**src/rtl/ab_and_monitor.sv**
```systemverilog
// Concurrent-assertion style monitor for (a AND b): arms after reset/enable,
// then scores every enabled cycle into pulses, saturating counters, a sticky error and a first-failure timestamp.
module ab_and_monitor #(
  parameter int CNT_W        = 16,
  parameter int TS_W         = 32,
  parameter int ARM_CYC      = 1,
  parameter int STOP_ON_FAIL = 0
) (
  input  logic             clk,
  input  logic             rst,
  input  logic             en,
  input  logic             a,
  input  logic             b,
  input  logic             clr,
  output logic             pass_pulse,
  output logic             fail_pulse,
  output logic [CNT_W-1:0] pass_cnt,
  output logic [CNT_W-1:0] fail_cnt,
  output logic             err,
  output logic [TS_W-1:0]  first_fail_ts,
  output logic [1:0]       state
);

  typedef enum logic [1:0] {
    IDLE  = 2'd0,
    ARM   = 2'd1,
    CHECK = 2'd2,
    HALT  = 2'd3
  } state_t;

  localparam logic [7:0]       ARM_LOAD = 8'(ARM_CYC);
  localparam logic [CNT_W-1:0] CNT_MAX  = '1;
  localparam logic [CNT_W-1:0] CNT_ONE  = 1;
  localparam logic [TS_W-1:0]  TS_ONE   = 1;

  state_t             state_q, state_d;
  logic [7:0]         arm_cnt_q, arm_cnt_d;
  logic [TS_W-1:0]    ts_q, ts_d;
  logic [CNT_W-1:0]   pass_cnt_q, pass_cnt_d;
  logic [CNT_W-1:0]   fail_cnt_q, fail_cnt_d;
  logic               err_q, err_d;
  logic [TS_W-1:0]    first_fail_ts_q, first_fail_ts_d;
  logic               pass_pulse_q, pass_pulse_d;
  logic               fail_pulse_q, fail_pulse_d;
  logic               eval_pass, eval_fail;

  always_comb begin
    // A sample is scored only in CHECK with en high; clr discards it entirely.
    eval_pass       = (state_q == CHECK) && en && !clr && a && b;
    eval_fail       = (state_q == CHECK) && en && !clr && !(a && b);

    state_d         = state_q;
    arm_cnt_d       = arm_cnt_q;
    ts_d            = ts_q + TS_ONE;
    pass_cnt_d      = pass_cnt_q;
    fail_cnt_d      = fail_cnt_q;
    err_d           = err_q;
    first_fail_ts_d = first_fail_ts_q;
    pass_pulse_d    = eval_pass;
    fail_pulse_d    = eval_fail;

    if (eval_pass && (pass_cnt_q != CNT_MAX)) begin
      pass_cnt_d = pass_cnt_q + CNT_ONE;
    end
    if (eval_fail) begin
      if (fail_cnt_q != CNT_MAX) begin
        fail_cnt_d = fail_cnt_q + CNT_ONE;
      end
      err_d = 1'b1;
      if (!err_q) begin
        first_fail_ts_d = ts_q;
      end
    end

    case (state_q)
      IDLE: begin
        if (en) begin
          state_d   = (ARM_CYC == 0) ? CHECK : ARM;
          arm_cnt_d = ARM_LOAD;
        end
      end
      ARM: begin
        if (!en) begin
          state_d = IDLE;
        end else if (arm_cnt_q <= 8'd1) begin
          state_d = CHECK;
        end else begin
          arm_cnt_d = arm_cnt_q - 8'd1;
        end
      end
      CHECK: begin
        if (!en) begin
          state_d = IDLE;
        end else if (eval_fail && (STOP_ON_FAIL != 0)) begin
          state_d = HALT;
        end
      end
      default: state_d = HALT;
    endcase

    // Clear wipes results and the FSM but leaves the timestamp running.
    if (clr) begin
      state_d         = IDLE;
      arm_cnt_d       = 8'd0;
      pass_cnt_d      = '0;
      fail_cnt_d      = '0;
      err_d           = 1'b0;
      first_fail_ts_d = '0;
      pass_pulse_d    = 1'b0;
      fail_pulse_d    = 1'b0;
    end
  end

  always_ff @(posedge clk) begin
    if (rst) begin
      state_q         <= IDLE;
      arm_cnt_q       <= 8'd0;
      ts_q            <= '0;
      pass_cnt_q      <= '0;
      fail_cnt_q      <= '0;
      err_q           <= 1'b0;
      first_fail_ts_q <= '0;
      pass_pulse_q    <= 1'b0;
      fail_pulse_q    <= 1'b0;
    end else begin
      state_q         <= state_d;
      arm_cnt_q       <= arm_cnt_d;
      ts_q            <= ts_d;
      pass_cnt_q      <= pass_cnt_d;
      fail_cnt_q      <= fail_cnt_d;
      err_q           <= err_d;
      first_fail_ts_q <= first_fail_ts_d;
      pass_pulse_q    <= pass_pulse_d;
      fail_pulse_q    <= fail_pulse_d;
    end
  end

  assign pass_pulse    = pass_pulse_q;
  assign fail_pulse    = fail_pulse_q;
  assign pass_cnt      = pass_cnt_q;
  assign fail_cnt      = fail_cnt_q;
  assign err           = err_q;
  assign first_fail_ts = first_fail_ts_q;
  assign state         = state_q;

endmodule

```
**config.mk**
```make
export PLATFORM = sky130hd
export DESIGN_NAME = ab_and_monitor
export DESIGN_NICKNAME = d
export VERILOG_FILES = /design/src/rtl/ab_and_monitor.sv
export SDC_FILE = /design/constraint.sdc
export NUM_CORES = 1
export LEC_CHECK = 0
export BUFFER_PORTS_ARGS = -buffer_cell sky130_fd_sc_hd__buf_2
export CAP_MARGIN = 15
export CORE_UTILIZATION = 61
export CTS_CLUSTER_SIZE = 12
export DETAILED_ROUTE_END_ITERATION = 12
export PLACE_DENSITY = 0.94
export SLEW_MARGIN = 20
export SYNTH_ARGS = -nofsm -noshare
export SYNTH_HDL_FRONTEND = slang
export SYNTH_SLANG_ARGS = --single-unit
```
**constraint.sdc**
```tcl
create_clock -name clk -period 5.3 [get_ports clk]
set_clock_uncertainty 0.2 [all_clocks]
set_input_delay 0.795 -clock clk [delete_from_list [all_inputs] [get_ports clk]]
set_output_delay 0.795 -clock clk [all_outputs]
set_load 0.01 [all_outputs]
```
==> run summary <==
CELLS AND AREA
---------------------------------------------------------------------------------
Multi-input gate area in the final layout ..........................   2554 sq um
Fillcell total .....................................................          572
Fin util ...........................................................       71.16%
Final Non-Filler Cells .............................................          746
Net total in the final layout ......................................          654
Antenna fix cells ..................................................            0
Sequential cell area ...............................................   2182 sq um
Layout cell share with drive strength beyond 1 .....................       16.15%
Syn-to-layout area delta ...........................................       12.43%

YOSYS
---------------------------------------------------------------------------------
Distinct cells, synth ..............................................           50
Main combinational cell family by area after synthesis ............. simple AND/OR/NAND/NOR gates
Xor/xnor cell area share of the yosys netlist ......................       2.686%
Syn_nets ...........................................................          596
Sequential area share after synthesis ..............................       44.61%
Syn. warnings ......................................................            0
Register bit total from synthesis ..................................          109
Adder and majority gate portion of the synthesized area ............       2.302%
Mux contribution to synthesized area ...............................      0.6140%
Flip-flop cell with the highest count after synthesis .............. sky130_fd_sc_hd__dfxtp_1
Average footprint of a synthesized cell ............................  8.418 sq um
Synth Area in Compound Gates .......................................       18.34%
Synthesized netlist cell count .....................................          581
Post-Synth Simple-Gate Area ........................................       27.99%
Fraction of registers with async set or reset after synthesis ......           0%
Post-synthesis instance area .......................................   4891 sq um
Number of synthesized flops with an enable pin .....................            0

GRT
---------------------------------------------------------------------------------
Number of antenna violations at the first check in global routing ..            0
Global-route congestion overflow total .............................            0
Combined global-route utilization of all metal layers ..............       28.11%
Largest net degree at the start of global routing ..................           63
Via count of the first global-routing pass .........................         4377
Global-route wire length before repair .............................     19.38 mm

CLOCK NETWORK
---------------------------------------------------------------------------------
TritonCTS clock tree ...............................................         done
Gates resized, CTS repair ..........................................            0
Hold buffer count at cts ...........................................            0
H-tree depth reported by CTS .......................................            3
Number of sinks handled by clock tree synthesis ....................          109
Clock slew seen by the registers of the worst setup and hold paths .      0.09 ns
Post-CTS Setup Inserts .............................................            0
Clock tree root driver cell ........................................ sky130_fd_sc_hd__clkbuf_8
Deepest clock path buffer count ....................................            2
Number of buffers inserted during clock tree synthesis .............            9
Clock latency on the worst-skew pair ...............................      0.37 ns

WORST SETUP PATH
---------------------------------------------------------------------------------
Worst EP arrival ...................................................      2.75 ns
Dominant cell type by count on the critical path ................... sky130_fd_sc_hd__or4_1
Worst EP required ..................................................      5.40 ns
Ordered list of cells on the worst path ............................ ha_1 > nand3_1 > or4_1 > or4_1 > a21oi_1
Critical path start-end classification ............................. flip-flop to flip-flop
Critical Path Max Stage Delay ......................................      0.81 ns
Crit start category ................................................    flip-flop
CP max FO ..........................................................           17
Capturing element type of the critical path ........................    flip-flop
Cell with the biggest individual delay on the critical path ........ sky130_fd_sc_hd__or4_1

PWR
---------------------------------------------------------------------------------
Pwr Total ..........................................................   0.001388 W
Worst supply voltage drop on vdd ...................................    0.1821 mV
Leakage power figure ...............................................     1.919 nW
Cell Pwr Density ................................................... 252.4 nW/um^2

DIE
---------------------------------------------------------------------------------
Initial Utilization ................................................       63.29%
Floorplan core area ................................................   7727 sq um
Die height ......................................................... 91.54 microns
Number of core rows ................................................           32
Die span in x ...................................................... 91.54 microns
IO Pins ............................................................           75
Die Area ...........................................................   8380 sq um

STA
---------------------------------------------------------------------------------
Setup-failing EPs final ............................................            0
Final total negative setup slack ...................................         0 ns
RSZ-0062 raised after global routing ...............................           no
Fin crit period ....................................................     2.653 ns
Number of hold-slack violations in the final timing report .........            0
Actual slew at the worst max-slew pin ..............................     1.045 ns
Max-slew violation count ...........................................            0
Slew HR ............................................................       30.31%
Final worst setup slack ............................................     2.647 ns
Post-route clock period utilization ................................       50.05%
Max Fclk ...........................................................    377.0 MHz

ROUTING
---------------------------------------------------------------------------------
Post-route antenna net violation count .............................            0
Detailed-route via count ...........................................         4758
Vias per cell ......................................................        6.378
DRT Wirelength .....................................................     11.50 mm
Detailed-routing iteration count for the pre-antenna-repair pass ...            5
DR WL/cell ......................................................... 15.41 microns
Initial detailed-routing violation count ...........................          253
Remaining routing DRC violations ...................................            0

PLACE
---------------------------------------------------------------------------------
Place WS ...........................................................     2.335 ns
Port Buf Inserts ...................................................           74
Number of placed instances with taps included ......................          730
Detailed placer's ending HPWL ......................................     7.860 mm
Routability-driven placement congestion ratio ......................       0.8484

JOB
---------------------------------------------------------------------------------
Number of max-capacitance violations reported ......................            0

OUTCOME
---------------------------------------------------------------------------------
Status ............................................................. finished, final reports clean

MIN PATH
---------------------------------------------------------------------------------
Type of the worst min-delay path ................................... flip-flop to flip-flop

[flip-flops by register name, summed over array words and instances (netlist names)]
| register | cells |
|---|---|
| arm_cnt_q | 8 |
| err | 1 |
| fail_cnt | 16 |
| fail_pulse | 1 |
| first_fail_ts | 32 |
| pass_cnt | 16 |
| pass_pulse | 1 |
| state | 2 |
| ts_q | 32 |
[critical path, delay by kind of cell, from the launching register on]
kind / cells / cell delay, ns
simple gates: 3 / 1.55
compound gates: 1 / 0.16
flops: 1 / 0.43
fa+ha+maj: 1 / 0.24
[cells in the mapped netlist, drive strengths merged, types with 2 or more instances]
| cell | count | share of area (%) |
|---|---|---|
| mux2i | 3 | 0.61 |
| o31ai | 25 | 3.8 |
| nand3b | 3 | 0.46 |
| inv | 13 | 1.0 |
| nor4 | 7 | 0.90 |
| dfxtp | 109 | 45 |
| nand3 | 23 | 2.5 |
| nand4 | 23 | 2.9 |
| a21oi | 78 | 8.0 |
| a41oi | 2 | 0.36 |
| o21ai | 18 | 1.8 |
| xnor2 | 8 | 1.4 |
| o311ai | 6 | 1.2 |
| or4 | 28 | 4.3 |
| o41ai | 5 | 0.90 |
| and4 | 8 | 1.4 |
| and3 | 8 | 1.0 |
| buf | 4 | 0.54 |
| nand2 | 87 | 6.7 |
| and2 | 3 | 0.38 |
| or4b | 3 | 0.61 |
| xor2 | 7 | 1.3 |
| ha | 9 | 2.3 |
| nor2 | 26 | 2.0 |
| nor3 | 12 | 1.2 |
| clkbuf | 25 | 1.9 |
| o211a | 2 | 0.41 |
| or3 | 19 | 2.4 |
[layout by cell type (no fill, tap or decap), types with 9 or more instances in the layout]
cell                       instances
sky130_fd_sc_hd__clkbuf_8         10
sky130_fd_sc_hd__or3_1            19
sky130_fd_sc_hd__nor2_1           26
sky130_fd_sc_hd__ha_1              9
sky130_fd_sc_hd__nand2_1          87
sky130_fd_sc_hd__o21ai_0          18
sky130_fd_sc_hd__o31ai_1          25
sky130_fd_sc_hd__dfxtp_1         109
sky130_fd_sc_hd__or4_1            28
sky130_fd_sc_hd__buf_2            74
sky130_fd_sc_hd__nor3_1           11
sky130_fd_sc_hd__a21oi_1          78
sky130_fd_sc_hd__inv_1            13
sky130_fd_sc_hd__nand3_1          22
sky130_fd_sc_hd__nand4_1          23
[cells by family (layout without fill, tap and decap cells)]
kind of cell             count (synthesis)  in the layout
AND/OR/NAND/NOR                        257            257
AO/OA/AOI/OAI                          146            146
flip-flops                             109            109
buffers and inverters                   42            105
XOR/XNOR                                15             15
adder cells (fa/ha/maj)                  9              9
multiplexers                             3              3
[path summary, 6_finish.rpt]
kind	depth (start not counted)	from	endpoint	slack, ns
worst max-delay path	5	ts_q[0]$_SDFF_PP0_	ts_q[28]$_SDFF_PP0_	2.65
worst min-delay path	2	first_fail_ts[23]$_SDFFE_PP0P_	first_fail_ts[23]$_SDFFE_PP0P_	0.26
worst max register to register	5	ts_q[0]$_SDFF_PP0_	ts_q[28]$_SDFF_PP0_	2.65
worst min register to register	2	first_fail_ts[23]$_SDFFE_PP0P_	first_fail_ts[23]$_SDFFE_PP0P_	0.26
[final cells by class]
| type | instances | area share, % |
|---|---|---|
| Inverter | 13 | 0.8874 |
| Tap cell | 102 | 2.321 |
| Multi-Input combinational cell | 430 | 46.44 |
| Clock buffer | 11 | 2.571 |
| Clock inverter | 5 | 1.092 |
| Timing Repair Buffer | 76 | 7.008 |
| Sequential cell | 109 | 39.68 |
[through the flow]
stage | hold WS, ns | instance area, sq um
after global placement | 0.2424 | 5289
after floorplan | 0.2401 | 4891
final | 0.2586 | 5499
after CTS | 0.2606 | 5490
after global routing | 0.2837 | 5499
after detailed placement | 0.2472 | 5289
[metal layers]
layer	share of wire, %	track usage (%)	wire [microns]
met1	41	33.49	4751
met2	52	49.44	5945
met3	5.3	5.444	605
met4	1.7	11.24	195
met5	0	0	0
[power breakdown]
| part | leakage [nW] | total (W) | internal [W] | switching (W) |
|---|---|---|---|---|
| registers | 0.879 | 0.000828 | 0.000823 | 0.00000556 |
| clock network | 0.0995 | 0.000510 | 0.000233 | 0.000278 |
| logic | 0.941 | 0.0000492 | 0.0000152 | 0.0000341 |
Power figures use the tool's default switching activity.
